--- src/rtl/rf_write_scheduler.sv ---
// Arbitrates the single register-file write port between the WB stage and a
// one-entry buffer of long-latency results, and tracks pending destinations.
module rf_write_scheduler #(
  parameter int AGE_MAX = 4
) (
  input  logic        clk,
  input  logic        rst,
  input  logic        wb_valid,
  input  logic [4:0]  wb_rd,
  input  logic [31:0] wb_data,
  input  logic        lu_valid,
  input  logic [4:0]  lu_rd,
  input  logic [31:0] lu_data,
  output logic        lu_ready,
  input  logic        issue_valid,
  input  logic [4:0]  issue_rd,
  input  logic [4:0]  id_rs1_addr,
  input  logic [4:0]  id_rs2_addr,
  input  logic [4:0]  id_rd_addr,
  output logic        id_stall,
  output logic        pipe_hold,
  output logic        rf_wr_en,
  output logic [4:0]  rf_wr_addr,
  output logic [31:0] rf_wr_data,
  output logic        err
);

  localparam int AGE_W = (AGE_MAX > 1) ? $clog2(AGE_MAX) : 1;
  localparam logic [AGE_W-1:0] AGE_LAST = AGE_W'(AGE_MAX - 1);

  typedef enum logic [1:0] {EMPTY, WAIT, FORCE} state_t;

  state_t            state, next_state;
  logic [AGE_W-1:0]  age, next_age;
  logic [4:0]        buf_rd;
  logic [31:0]       buf_data;
  logic [31:0]       busy, next_busy;
  logic              wb_req, drain, capture, err_hit;

  assign wb_req    = wb_valid && (wb_rd != 5'd0);
  assign lu_ready  = (state == EMPTY);
  assign pipe_hold = (state == FORCE);
  assign drain     = (state != EMPTY) && !wb_req;
  // Results for x0 are acknowledged but never occupy the buffer.
  assign capture   = lu_valid && lu_ready && (lu_rd != 5'd0);
  assign id_stall  = busy[id_rs1_addr] | busy[id_rs2_addr] | busy[id_rd_addr];

  assign err_hit = (wb_req && busy[wb_rd])
                || (lu_valid && (lu_rd != 5'd0) && !busy[lu_rd])
                || (issue_valid && (issue_rd != 5'd0) && busy[issue_rd]);

  // NOTE: every signal driven here gets a default first, so no path can
  // leave it unassigned and infer a latch.
  always_comb begin
    next_state = state;
    next_age   = age;
    case (state)
      EMPTY: begin
        if (capture) begin
          next_state = WAIT;
          next_age   = '0;
        end
      end
      WAIT: begin
        if (!wb_req) begin
          next_state = EMPTY;
          next_age   = '0;
        end else if (age == AGE_LAST) begin
          next_state = FORCE;
        end else begin
          next_age = age + 1'b1;
        end
      end
      FORCE: begin
        if (!wb_req) begin
          next_state = EMPTY;
          next_age   = '0;
        end
      end
      default: begin
        next_state = EMPTY;
        next_age   = '0;
      end
    endcase
  end

  // Clear is applied before set so a same-edge reissue keeps the bit busy.
  always_comb begin
    next_busy = busy;
    if (drain)
      next_busy[buf_rd] = 1'b0;
    if (issue_valid)
      next_busy[issue_rd] = 1'b1;
    next_busy[0] = 1'b0;
  end

  // NOTE: state registers use non-blocking assignments so every flop samples
  // pre-edge values regardless of process evaluation order.
  always_ff @(posedge clk or posedge rst) begin
    if (rst) begin
      state      <= EMPTY;
      age        <= '0;
      buf_rd     <= '0;
      buf_data   <= '0;
      busy       <= '0;
      err        <= 1'b0;
      rf_wr_en   <= 1'b0;
      rf_wr_addr <= '0;
      rf_wr_data <= '0;
    end else begin
      state <= next_state;
      age   <= next_age;
      busy  <= next_busy;
      if (err_hit)
        err <= 1'b1;
      if (capture) begin
        buf_rd   <= lu_rd;
        buf_data <= lu_data;
      end
      if (wb_req) begin
        rf_wr_en   <= 1'b1;
        rf_wr_addr <= wb_rd;
        rf_wr_data <= wb_data;
      end else if (drain) begin
        rf_wr_en   <= 1'b1;
        rf_wr_addr <= buf_rd;
        rf_wr_data <= buf_data;
      end else begin
        rf_wr_en <= 1'b0;
      end
    end
  end

endmodule

--- config.mk ---
export PLATFORM = sky130hd
export DESIGN_NAME = rf_write_scheduler
export DESIGN_NICKNAME = d
export VERILOG_FILES = /design/src/rtl/rf_write_scheduler.sv
export SDC_FILE = /design/constraint.sdc
export NUM_CORES = 1
export LEC_CHECK = 0
export BUFFER_PORTS_ARGS = -buffer_cell sky130_fd_sc_hd__buf_4
export CORE_MARGIN = 2
export CORE_UTILIZATION = 30
export DETAILED_ROUTE_END_ITERATION = 8
export GPL_ROUTABILITY_DRIVEN = 0
export SLEW_MARGIN = 20
export SYNTH_ARGS = -nofsm -noshare
export SYNTH_HDL_FRONTEND = slang
export SYNTH_SLANG_ARGS = --single-unit
--- constraint.sdc ---
create_clock -name clk -period 9.1 [get_ports clk]
set_input_delay 0.91 -clock clk [delete_from_list [all_inputs] [get_ports clk]]
set_output_delay 0.91 -clock clk [all_outputs]
set_load 0.005 [all_outputs]
; Yosys cells after proc, flatten, opt, wreduce, memory -nomap -nowiden
; Cells that the tools add are included.
[totals]
output_inout_bits = 42
wordCells = 87
reg_bits = 111
in_bits = 99
[classes]
addsub = 1
n_lt_le_gt_ge = 9
bitwise_logic = 5
n_reduce_logical = 23
eq_ne = 7
mux = 33
[op_table]
columns = op, count
row1 = 32-bit two-way mux, 4
row2 = 5-bit by 6-bit < comparator with 1-bit output (second input constant), 7
row3 = 32-bit bitwise AND, 1
row4 = 32-bit inverter, 1
row5 = 32-bit OR, 1
row6 = 1-bit binary-select mux with 5-bit select, 6
row7 = 5-bit nonzero test, 3
row8 = 2-bit two-way mux, 7
row9 = 2-bit case mux with 3 select lines, 2
row10 = 1-bit logical AND, 11
row11 = 1-bit demux with 5-bit select, 2
row12 = 5-bit by 1-bit >= comparator with 1-bit output (second input constant), 2
row13 = 1-bit two-way mux, 10
row14 = 5-bit two-way mux, 2
row15 = 3-bit inequality test (second input constant), 2
row16 = 3-bit AND reduction, 2
row17 = 2-bit equality test (second input constant), 2
row18 = 2-bit nonzero test, 2
row19 = 2-bit by 1-bit adder with 2-bit output (second input constant), 1
row20 = 2-bit by 1-bit equality test with 1-bit output (second input constant), 1
row21 = 1-bit zero test, 2
row22 = 2-bit zero test, 1
row23 = 1-bit logical OR, 2
row24 = 2-bit by 1-bit inequality test with 1-bit output (second input constant), 1
row25 = 2 further kinds, 3

; Longest topological paths before layout
; Gate-level depths: netlist of the first run.
[depth]
depth_word = 9
depth_mapped = 9
mapped_depth_nobuf = 5

; Least setup slack after synthesis of the first run
; Ideal clock, no wire load.
[synth_path]
path_type = input port to output port
start = in id_rs1_addr[0]
end = out id_stall
slack_ns = 5.957
t_arrival_ns = 2.233
required_ns = 8.190
path_buffers = 1
stages = 5
cell_sequence = buf_2 -> mux4_2 -> mux4_2 -> nand2_1 -> nand4_1
[synth_via]
elab_chain_cells = 4
[synth_lines]
columns = item, line
row1 = start: declaration, 17  ; input logic [4:0] id_rs1_addr,
row2 = 1-bit binary-select mux with 5-bit select, 46  ; assign id_stall = busy[id_rs1_addr] | busy[id_rs2_addr] | busy[id_rd_addr];
row3 = 1-bit two-way mux (not written as such), 46
row4 = 1-bit OR (2 in a row), 46
row5 = end: declaration, 20  ; output logic id_stall,
; Every way passes these cells. The select of a mux whose other input is x is not followed.

; Worst setup path in the final report of the first run
[layout_path]
start = in id_rs2_addr[1]
end = out id_stall
[layout_via]
elab_chain_cells = 4
[layout_lines]
columns = item, line
row1 = start: declaration, 18  ; input logic [4:0] id_rs2_addr,
row2 = 1-bit binary-select mux with 5-bit select, 46
row3 = 1-bit two-way mux (not written as such), 46
row4 = 1-bit OR (2 in a row), 46
; Every way passes these cells. The select of a mux whose other input is x is not followed.

==> reports/metrics.yaml, run 1 <==
std_cell_rows: 53
crit_path_end_kind: "primary output"
cts-buffers-inserted: 9
powerDensity_nw_per_um2: 221.7
relSlewSlack_pct: 34.31
netlist_area_sq_um: 6422
crit_type: "in2out"
fin_util_pct: 37.44
synth_ff_type: "dfrtp_1"
status: "finished clean"
syn_area_per_cell_sq_um: 10.58
drt_iter0_drc: 364
yosys.area.top_type: "dfrtp_1"
netlist.area_leader.share_pct: 43.25
hold_violations: 0
synthCells: 607
ys_top_cells_by_count: "dfrtp_1 (111), nand2_1 (96), nor2_1 (47)"
fin_crit_ns: 3.286
synth_most_common_cell: "dfrtp_1"
hp-start: "buf_data[2]$_DFFE_PP0P_"
ys_seq_elements: 111
ant_nets: 0
crit_arrival_ns: 2.38
finalNetCount: 818
portBuffers: 140
synth-async-reset-ratio_pct: 100.0
grt_pass1_wl_mm: 29.53
clk_latency_ns: 0.36
track_usage_pct: 17.01
grt_max_degree: 87
leakage_nw: 3.347
rrSetupSlack_ns: 7.03
ys_top_cells_by_area: "dfrtp_1 (43%), mux4_2 (12%), mux2_2 (5.8%), nand2_1 (5.6%), mux2i_1 (5.1%)"
diodes: 0
drc: 0
grt_pass1_vias: 5344
ioPinCount: 141
rr_startpoint: "state[0]$_DFFE_PP0P_"
ir_worst_vdd_mv: 0.1144
fp.coreArea_sq_um: 21020
hold_path_class: "reg2reg"
post-cts-setup-buffer-count: 0
dr.pass1.iters: 4
finalSetupTns_ns: 0
postCtsHoldBufs: 0
num_vias: 5378
htreeDepth: 3
cts_resized: 0
min_to: "buf_data[2]$_DFFE_PP0P_"
cts_root_buf: "clkbuf_16"
clockBufferDepth: 2
skew_ns: 0.006979
routed_wirelength_mm: 18.96
rsz0062_at_grt: "false"
syn-num-nets: 707
whs_path_depth: 1
setup_violations: 0
synth_seq_area_share_pct: 43.25
drive_gt1_share_pct: 32.83
fillCellCount: 2100
worst-endpoint-required_ns: 8.19
r2r_cells: 4
wire_per_inst_um: 19.02
fmax_mhz: 304.4
clock_sinks: 111
avgViaCountPerCell: 5.394
synth_edf_count: 0
grt_antenna_before_repair: 0
yosysUniqueCellTypes: 56
grt_overflow_total: 0
cts_tree: "done"
drv_slew: 0
start_kind: "primary input"
start_util_pct: 30.55
clkTransAtPathRegs_ns: 0.07
worst-path-max-fanout: 10
yosysWarnings: 0
dieArea_sq_um: 22590
chipWidth_um: 150.3
die_h_um: 150.3
maxCapViolCount: 0
syn2layout_area_growth_pct: 22.54
hpwl_mm: 12.83
r2r-end: "buf_data[1]$_DFFE_PP0P_"
min_period_over_period_pct: 36.11
tightest_slew_ns: 0.9819
==> power by group <==
part	switching, W	internal [W]
Combinational	0.000215	0.000305
Clock	0.000177	0.000213
Sequential	0.000220	0.000616
==> critical path, cell delays in order <==
cell and delay (ns):
buf_4 0.16, mux2i_1 0.13, mux4_2 0.48, mux4_2 0.48, nand4_1 0.10, buf_4 0.11
==> worst max path at each step <==
| stage | start | to | slack [ns] | cells past startpoint |
|---|---|---|---|---|
| after floorplan | rst | age[0]$_DFFE_PP0P_ | 5.26 | 1 |
| after global placement | wb_rd[0] | busy[27]$_DFF_PP0_ | 5.73 | 7 |
| after detailed placement | wb_rd[0] | busy[15]$_DFF_PP0_ | 5.71 | 7 |
| after CTS | id_rs2_addr[1] | id_stall | 5.81 | 6 |
| after global routing | id_rd_addr[0] | id_stall | 5.78 | 7 |
| final | id_rs2_addr[1] | id_stall | 5.81 | 6 |
==> layout make-up <==
cell class	instances	area (sq um)	share of cell area, %
clock buffer	12	236.5	3.005
clock inverter	3	45.04	0.5723
inverter	6	25.02	0.3180
multi-input combinational	446	3361	42.70
sequential	111	2778	35.29
tap	275	344.1	4.372
timing repair buffer	144	1081	13.74
==> cells by family (layout without fill, tap and decap cells) <==
family / after synthesis / count (layout) / share of synthesized area (%)
fa+ha+maj: 1 / 1 / 0.1948
buf+inv: 50 / 165 / 4.461
compound gates: 137 / 137 / 12.98
simple gates: 199 / 199 / 14.69
mux: 109 / 109 / 24.43
flops: 111 / 111 / 43.25
==> sequential cells by signal, indices dropped and copies added (netlist names) <==
name / count
state: 2
err: 1
rf_wr_en: 1
buf_data: 32
busy: 31
age: 2
buf_rd: 5
rf_wr_addr: 5
rf_wr_data: 32
==> layout by cell type, fill, tap and decap left out, drive strengths merged, types with 14 or more instances in the layout <==
| master | instances |
|---|---|
| nor2 | 47 |
| nor2b | 14 |
| dfrtp | 111 |
| o21ai | 64 |
| mux4 | 34 |
| nand2 | 96 |
| mux2i | 33 |
| buf | 144 |
| a31oi | 35 |
| mux2 | 42 |
==> stage by stage <==
step	hold WS, ns	setup slack, ns	area [sq um]	instances	power (W)
CTS	0.5030	5.813	7870	997	0.001751
finish	0.4994	5.814	7870	997	0.001744
global placement	0.4777	5.734	7589	982	0.001353
global route	0.5213	5.778	7870	997	0.001842
detailed placement	0.4860	5.707	7589	982	0.001359
floorplan	0.4641	5.259	6422	607	0.001111
==> routing by layer <==
| layer | part of all wire [%] | wire, um | up-vias | global-route usage [%] |
|---|---|---|---|---|
| met3 | 10 | 1925 | 46 | 5.182 |
| met1 | 41 | 7827 | 2609 | 21.85 |
| met4 | 2.7 | 517 | 0 | 6.604 |
| li1 | - | - | 2455 | - |
| met2 | 46 | 8689 | 268 | 26.89 |
| met5 | 0 | 0 | - | 0 |
Note: power is estimated with default switching activity, not from simulation.
==> run 2: changes to the inputs <==
--- a/config.mk
+++ b/config.mk
@@ -5,6 +5,7 @@
 export SDC_FILE = /design/constraint.sdc
 export NUM_CORES = 1
 export LEC_CHECK = 0
+export ABC_AREA = 1
 export BUFFER_PORTS_ARGS = -buffer_cell sky130_fd_sc_hd__buf_4
 export CORE_MARGIN = 2
 export CORE_UTILIZATION = 30
==> constraint.sdc (replaced) <==
create_clock -name clk -period 2.8 [get_ports clk]
set_input_delay 0.28 -clock clk [delete_from_list [all_inputs] [get_ports clk]]
set_output_delay 0.28 -clock clk [all_outputs]
set_load 0.005 [all_outputs]
==> reports/metrics.yaml, run 2 <==
synth_fa_ha_area_share_pct: 0.1912  # -0.0036 points
fillCellCount: 2300  # +9.5%
rr_startpoint: "state[1]$_DFFE_PP0P_"
cts_root_buf: "clkbuf_16"
crit_family: "simple AND/OR/NAND/NOR gates"
synth_xor_area_share_pct: 0  # unchanged
maxCapViolCount: 0  # unchanged
leakage_nw: 3.950  # +18%
grt_overflow_total: 0  # unchanged
r2r-end: "busy[2]$_DFF_PP0_"
ant_nets: 0  # unchanged
powerDensity_nw_per_um2: 704.2  # +220%
drt_iter0_drc: 516  # +42%
use_met3_pct: 4.401  # -0.78 points
dieArea_sq_um: 23010  # +1.8%
seqPwrFrac_pct: 45.7  # -2.2 points
ys_top_cells_by_count: "nand2_1 (306), nand3_1 (133), dfrtp_1 (111)"
yosys.area.top_type: "dfrtp_1"
min_period_over_period_pct: 73.46
synth_edf_count: 0  # unchanged
syn-num-nets: 999  # +41%
clkPwrFrac_pct: 21.7  # -0.6 points
mostFrequentLayoutCell: "nand2_1"
synth_top_family_by_area: "simple AND/OR/NAND/NOR gates"
start_kind: "register"
worst-path-max-fanout: 6  # -4
htreeDepth: 3  # unchanged
grt_antenna_before_repair: 0  # unchanged
p_sw_w: 0.002290  # +270%
skew_ns: 0.008963  # +0.001984 ns
hpwl_mm: 16.19  # +26%
top_usage_layer: "met2"
reg_top3: "buf_data: 32 flops, rf_wr_data: 32 flops, busy: 31 flops"
syn2layout_area_growth_pct: 23.85
track_usage_pct: 19.00  # +2.0 points
num_vias: 6628  # +23%
met1_usage_pct: 25.71  # +3.9 points
grt_max_degree: 49  # -44%
netlist.area_leader.share_pct: 42.46  # -0.79 points
whs_ns: 0.03870  # -0.4607 ns
power.internal_w: 0.003416  # +200%
finalNetCount: 1122  # +37%
cts-buffers-inserted: 9  # unchanged
finalSetupTns_ns: 0  # unchanged
relSlewSlack_pct: 53.16  # +19 points
mostFrequentLayoutCells: "nand2_1 (306), buf_4 (143), nand3_1 (133), dfrtp_1 (111), inv_1 (74)"
swShare_pct: 40.14  # +5.1 points
synth_ff_type: "dfrtp_1"
die_h_um: 151.7  # +0.90%
grt_pass1_wl_mm: 33.90  # +15%
fp.coreArea_sq_um: 21620  # +2.9%
synthMuxAreaShare_pct: 5.508  # -19 points
synth-simple-area-share_pct: 31.75  # +17 points
drv_slew: 0  # unchanged
ir_worst_vdd_mv: 0.2710  # +140%
status: "finished clean"
drc: 0  # unchanged
power_w: 0.005706  # +230%
grt_pass1_vias: 6326  # +18%
chipWidth_um: 151.7  # +0.90%
ioPinCount: 141  # unchanged
drive_gt1_share_pct: 18.70  # -14 points
synth-async-reset-ratio_pct: 100.0  # unchanged
dr.pass1.iters: 7  # +3
crit_arrival_ns: 1.78  # -0.60 ns
worst-path-buf-inv: 2  # unchanged
synth_seq_area_share_pct: 42.46  # -0.79 points
p_comb_share_pct: 32.6  # +2.8 points
clk_latency_ns: 0.35  # about the same
cts_tree: "done"
yosysWarnings: 0  # unchanged
crit_path_end_kind: "primary output"
diodes: 0  # unchanged
avgViaCountPerCell: 5.071  # -6.0%
clockBufferDepth: 2  # unchanged
routed_wirelength_mm: 21.84  # +15%
hold_violations: 0  # unchanged
netlist_area_sq_um: 6543  # +1.9%
fin_crit_ns: 2.057
portBuffers: 140  # unchanged
register_area_sq_um: 2778  # unchanged
wire_per_inst_um: 16.71  # -12%
yosysUniqueCellTypes: 30  # -46%
rrSetupSlack_ns: 1.16  # -5.87 ns
crit_type: "reg2out"
cpPeakStageDelay_ns: 0.38  # -0.10 ns
setup_violations: 0  # unchanged
clkTransAtPathRegs_ns: 0.08  # about the same
syn_area_per_cell_sq_um: 7.278  # -31%
path_cells: "inv_1 > nand2_1 > o211ai_1 > nand3_1 > nand3_1 > nand3_1 > nand2_1 > nand3_1 > buf_4"
fmax_mhz: 486.1
post-cts-setup-buffer-count: 0  # unchanged
postCtsHoldBufs: 0  # unchanged
r2r_cells: 7  # +3
slowest_stage: "dfrtp_1"
ys_seq_elements: 111  # unchanged
multiInputGateArea_sq_um: 3242  # -3.5%
hold_path_class: "in2async"
ys_top_cells_by_area: "dfrtp_1 (42%), nand2_1 (18%), nand3_1 (10%), mux2_1 (5.0%), inv_1 (4.3%)"
worst-endpoint-required_ns: 2.52  # -5.67 ns
start_util_pct: 30.26  # -0.29 points
cpMostUsedCell: "nand3_1"
synth_most_common_cell: "nand2_1"
synth_compound_area_share_pct: 12.11  # -0.87 points
grtUsageMet2_pct: 29.91  # +3.0 points
rsz0062_at_grt: "false"
cts_resized: 0  # unchanged
synthCells: 899  # +48%
tightest_slew_ns: 0.7015  # -0.2803 ns
clock_sinks: 111  # unchanged
std_cell_rows: 54  # +1.9%
-- run 2: worst max-delay path by stage --
stage          cells past startpoint            endpoint               from  slack (ns)
6_report                           9            id_stall  busy[7]$_DFF_PP0_        0.74
4_1_cts                            9            id_stall  busy[7]$_DFF_PP0_        0.74
3_3_place_gp                       9  busy[30]$_DFF_PP0_           wb_rd[2]        0.87
2_1_floorplan                      1  age[0]$_DFFE_PP0P_                rst        1.18
5_1_grt                            9            id_stall  busy[5]$_DFF_PP0_        0.65
3_5_place_dp                       9  busy[30]$_DFF_PP0_           wb_rd[2]        0.82
-- run 2: cell type report --
type	instances	share of cell area, %
clock buffers	9	2.779
clock inverters	7	0.7103
inverters	88	4.154
multi-input cells	667	40.01
flip-flops and latches	111	34.28
well taps	280	4.324
repair buffers	145	13.74
-- run 2: routing by layer --
| layer | wire [um] | part of all wire (%) |
|---|---|---|
| met1 | 9460 | 43 |
| met2 | 9836 | 45 |
| met3 | 1980 | 9.1 |
| met4 | 559 | 2.6 |
| met5 | 0 | 0 |
-- run 2: kinds of logic after synthesis --
| logic type | Yosys count |
|---|---|
| simple gates | 485 |
| compound gates | 149 |
| buf+inv | 121 |
| flops | 111 |
| mux | 32 |
| fa+ha+maj | 1 |
-- run 2: through the flow --
step | util (%) | area [sq um] | worst slack [ns] | std cells
final | 37.48 | 8103 | 0.7430 | 1307
after global routing | 37.48 | 8103 | 0.6525 | 1307
after detailed placement | 36.17 | 7820 | 0.8213 | 1291
after CTS | 37.48 | 8103 | 0.7438 | 1307
after global placement | 36.17 | 7820 | 0.8667 | 1291
after floorplan | - | 6546 | 1.177 | 899
-- run 2: power groups by stage --
stage	clock network, W	logic, W	registers (W)
floorplan	0	0.00117	0.00237
global placement	0	0.00183	0.00262
detailed placement	0	0.00186	0.00261
CTS	0.00126	0.00186	0.00259
global route	0.00132	0.00209	0.00265
finish	0.00124	0.00186	0.00261
==> run 3: changes to the inputs <==
--- a/config.mk
+++ b/config.mk
@@ -5,7 +5,7 @@
 export SDC_FILE = /design/constraint.sdc
 export NUM_CORES = 1
 export LEC_CHECK = 0
-export ABC_AREA = 1
+export ABC_AREA = 0
 export BUFFER_PORTS_ARGS = -buffer_cell sky130_fd_sc_hd__buf_4
 export CORE_MARGIN = 2
 export CORE_UTILIZATION = 30
==> constraint.sdc (replaced) <==
create_clock -name clk -period 2.05 [get_ports clk]
set_input_delay 0.205 -clock clk [delete_from_list [all_inputs] [get_ports clk]]
set_output_delay 0.205 -clock clk [all_outputs]
set_load 0.005 [all_outputs]
==> reports/metrics.yaml, run 3 (synthesis gave the netlist of run 1 again) <==
status: "finished, violations left"
violations: "hold timing, setup timing"
std_cell_rows: 53  # -1.9%
drc: 0  # unchanged
whs_ns: -0.01201  # -0.05072 ns
cts-buffers-inserted: 9  # unchanged
worst-path-max-fanout: 4  # -2
final_cells: 1042  # -20%
mostFrequentLayoutCells: "buf_4 (185), nand2_1 (95), dfrtp_1 (84), nor2_1 (47), o21ai_0 (42)"
fillCellCount: 2069  # -10%
leakage_nw: 3.565  # -9.8%
hpwl_mm: 13.36  # -17%
fin_crit_ns: 2.267
grt_antenna_before_repair: 0  # unchanged
drt_iter0_drc: 489  # -5.2%
track_usage_pct: 17.48  # -1.5 points
portBuffers: 140  # unchanged
htreeDepth: 3  # unchanged
dr.pass1.iters: 5  # -2
fmax_mhz: 441.2
die_h_um: 150.3  # -0.90%
avgViaCountPerCell: 5.274  # +4.0%
hold_path_class: "in2async"
cts_root_buf: "clkbuf_16"
fp.coreArea_sq_um: 21020  # -2.8%
dp_slack_ns: 0.06293  # -0.7583 ns
syn2layout_area_growth_pct: 29.46
dp.cells: 999  # -23%
maxCapViolCount: 0  # unchanged
fin_ws_ns: -0.2168  # -0.9598 ns
num_vias: 5495  # -17%
crit_arrival_ns: 2.06  # +0.28 ns
clock_sinks: 111  # unchanged
rsz0062_at_grt: "true"
clkTransAtPathRegs_ns: 0.08  # about the same
diodes: 0  # unchanged
chipWidth_um: 150.3  # -0.90%
dieArea_sq_um: 22590  # -1.8%
skew_ns: 0.008070  # -0.0008933 ns
crit_path_end_kind: "primary output"
grt_overflow_total: 0  # unchanged
drive_gt1_share_pct: 41.07  # +22 points
min_period_over_period_pct: 110.6
tightest_slew_ns: 0.6613  # -0.04019 ns
clk_latency_ns: 0.36  # about the same
clockBufferDepth: 2  # unchanged
setup_violations: 1  # +1
grt_pass1_wl_mm: 30.28  # -11%
relSlewSlack_pct: 55.91  # +2.7 points
ir_worst_vdd_mv: 0.5687  # +110%
mostFrequentLayoutCell: "buf_4"
drv_slew: 0  # unchanged
start_util_pct: 30.55  # +0.29 points
grt_pass1_vias: 5515  # -13%
worst-endpoint-required_ns: 1.85  # -0.67 ns
ioPinCount: 141  # unchanged
finalNetCount: 862  # -23%
cts_tree: "done"
start_kind: "register"
postCtsHoldBufs: 0  # unchanged
wire_per_inst_um: 19.11  # +14%
hold_violations: 12  # +12
routed_wirelength_mm: 19.91  # -8.8%
grt_max_degree: 112  # +130%
finalSetupTns_ns: -0.2168  # -0.2168 ns
crit_type: "reg2out"
ant_nets: 0  # unchanged
powerDensity_nw_per_um2: 1002  # +42%
reg_top3: "buf_data: 32 flops, rf_wr_data: 32 flops, busy: 31 flops"
==> run 3: cell types whose count changed in the layout (fill, tap and decap cells not counted), sizes merged, moves of 19 or more <==
| cell | change |
|---|---|
| nor2 | +23 |
| nand2 | -217 |
| o21ai | -40 |
| mux4 | +34 |
| a31oi | +34 |
| inv | -82 |
| buf | +43 |
| mux2i | +33 |
| a21oi | -19 |
| nand3 | -124 |
==> run 3: path summary, 6_finish.rpt <==
kind | depth (start not counted) | endpoint | startpoint | slack [ns]
min | 3 | busy[8]$_DFF_PP0_ | rst | -0.01
max reg2reg | 7 | err$_DFFE_PP0P_ | busy[3]$_DFF_PP0_ | 0.11
max in group asynchronous | 3 | busy[9]$_DFF_PP0_ | rst | 1.49
min in group clk | 2 | buf_data[4]$_DFFE_PP0P_ | lu_data[4] | 0.05
min reg2reg | 1 | buf_data[6]$_DFFE_PP0P_ | buf_data[6]$_DFFE_PP0P_ | 0.49
max | 5 | id_stall | busy[31]$_DFF_PP0_ | -0.22
==> run 3: area by class of cell <==
cell class | count | area (sq um) | area share [%]
timing repair buffer | 188 | 1449 | 17.43
sequential | 111 | 2811 | 33.81
clock inverter | 7 | 80.08 | 0.9631
clock buffer | 9 | 225.2 | 2.709
multi-input combinational | 446 | 3378 | 40.63
tap | 275 | 344.1 | 4.138
inverter | 6 | 26.28 | 0.3160
==> run 3: timing repair <==
action	in CTS	in global routing
gates resized for setup	23	8
setup buffers	13	14
setup endpoints to repair	1	2
pin swaps	1	3
==> run 3: per-layer routing <==
metal	track usage, %	share of wire (%)	up-vias
li1	-	-	2546
met1	22.15	40	2641
met2	27.52	47	263
met3	5.303	9.7	45
met4	7.783	3.1	0
met5	0	0	-
==> run 3: power breakdown <==
group | switching [W] | internal (W) | total [W]
combinational | 0.00127 | 0.00169 | 0.00296
clock | 0.000864 | 0.000965 | 0.00183
sequential | 0.000757 | 0.00279 | 0.00354
total | 0.00289 | 0.00544 | 0.00833
==> run 3: worst max-delay path: stages (launching register included) <==
cell and delay (ns):
dfrtp_2 0.45, mux4_2 0.48, mux4_2 0.47, nand2_1 0.07, nand4_1 0.08, buf_4 0.15
==> run 3: stage by stage <==
stage	hold slack [ns]	cell area, sq um	util, %	power [W]
after floorplan	0.3367	6426	-	0.004931
after global placement	0.4184	7755	36.89	0.006046
after detailed placement	0.4233	7755	36.89	0.006083
after CTS	0.03593	8187	38.94	0.008150
after global routing	0.03993	8314	39.55	0.008774
final	-0.01201	8314	39.55	0.008329
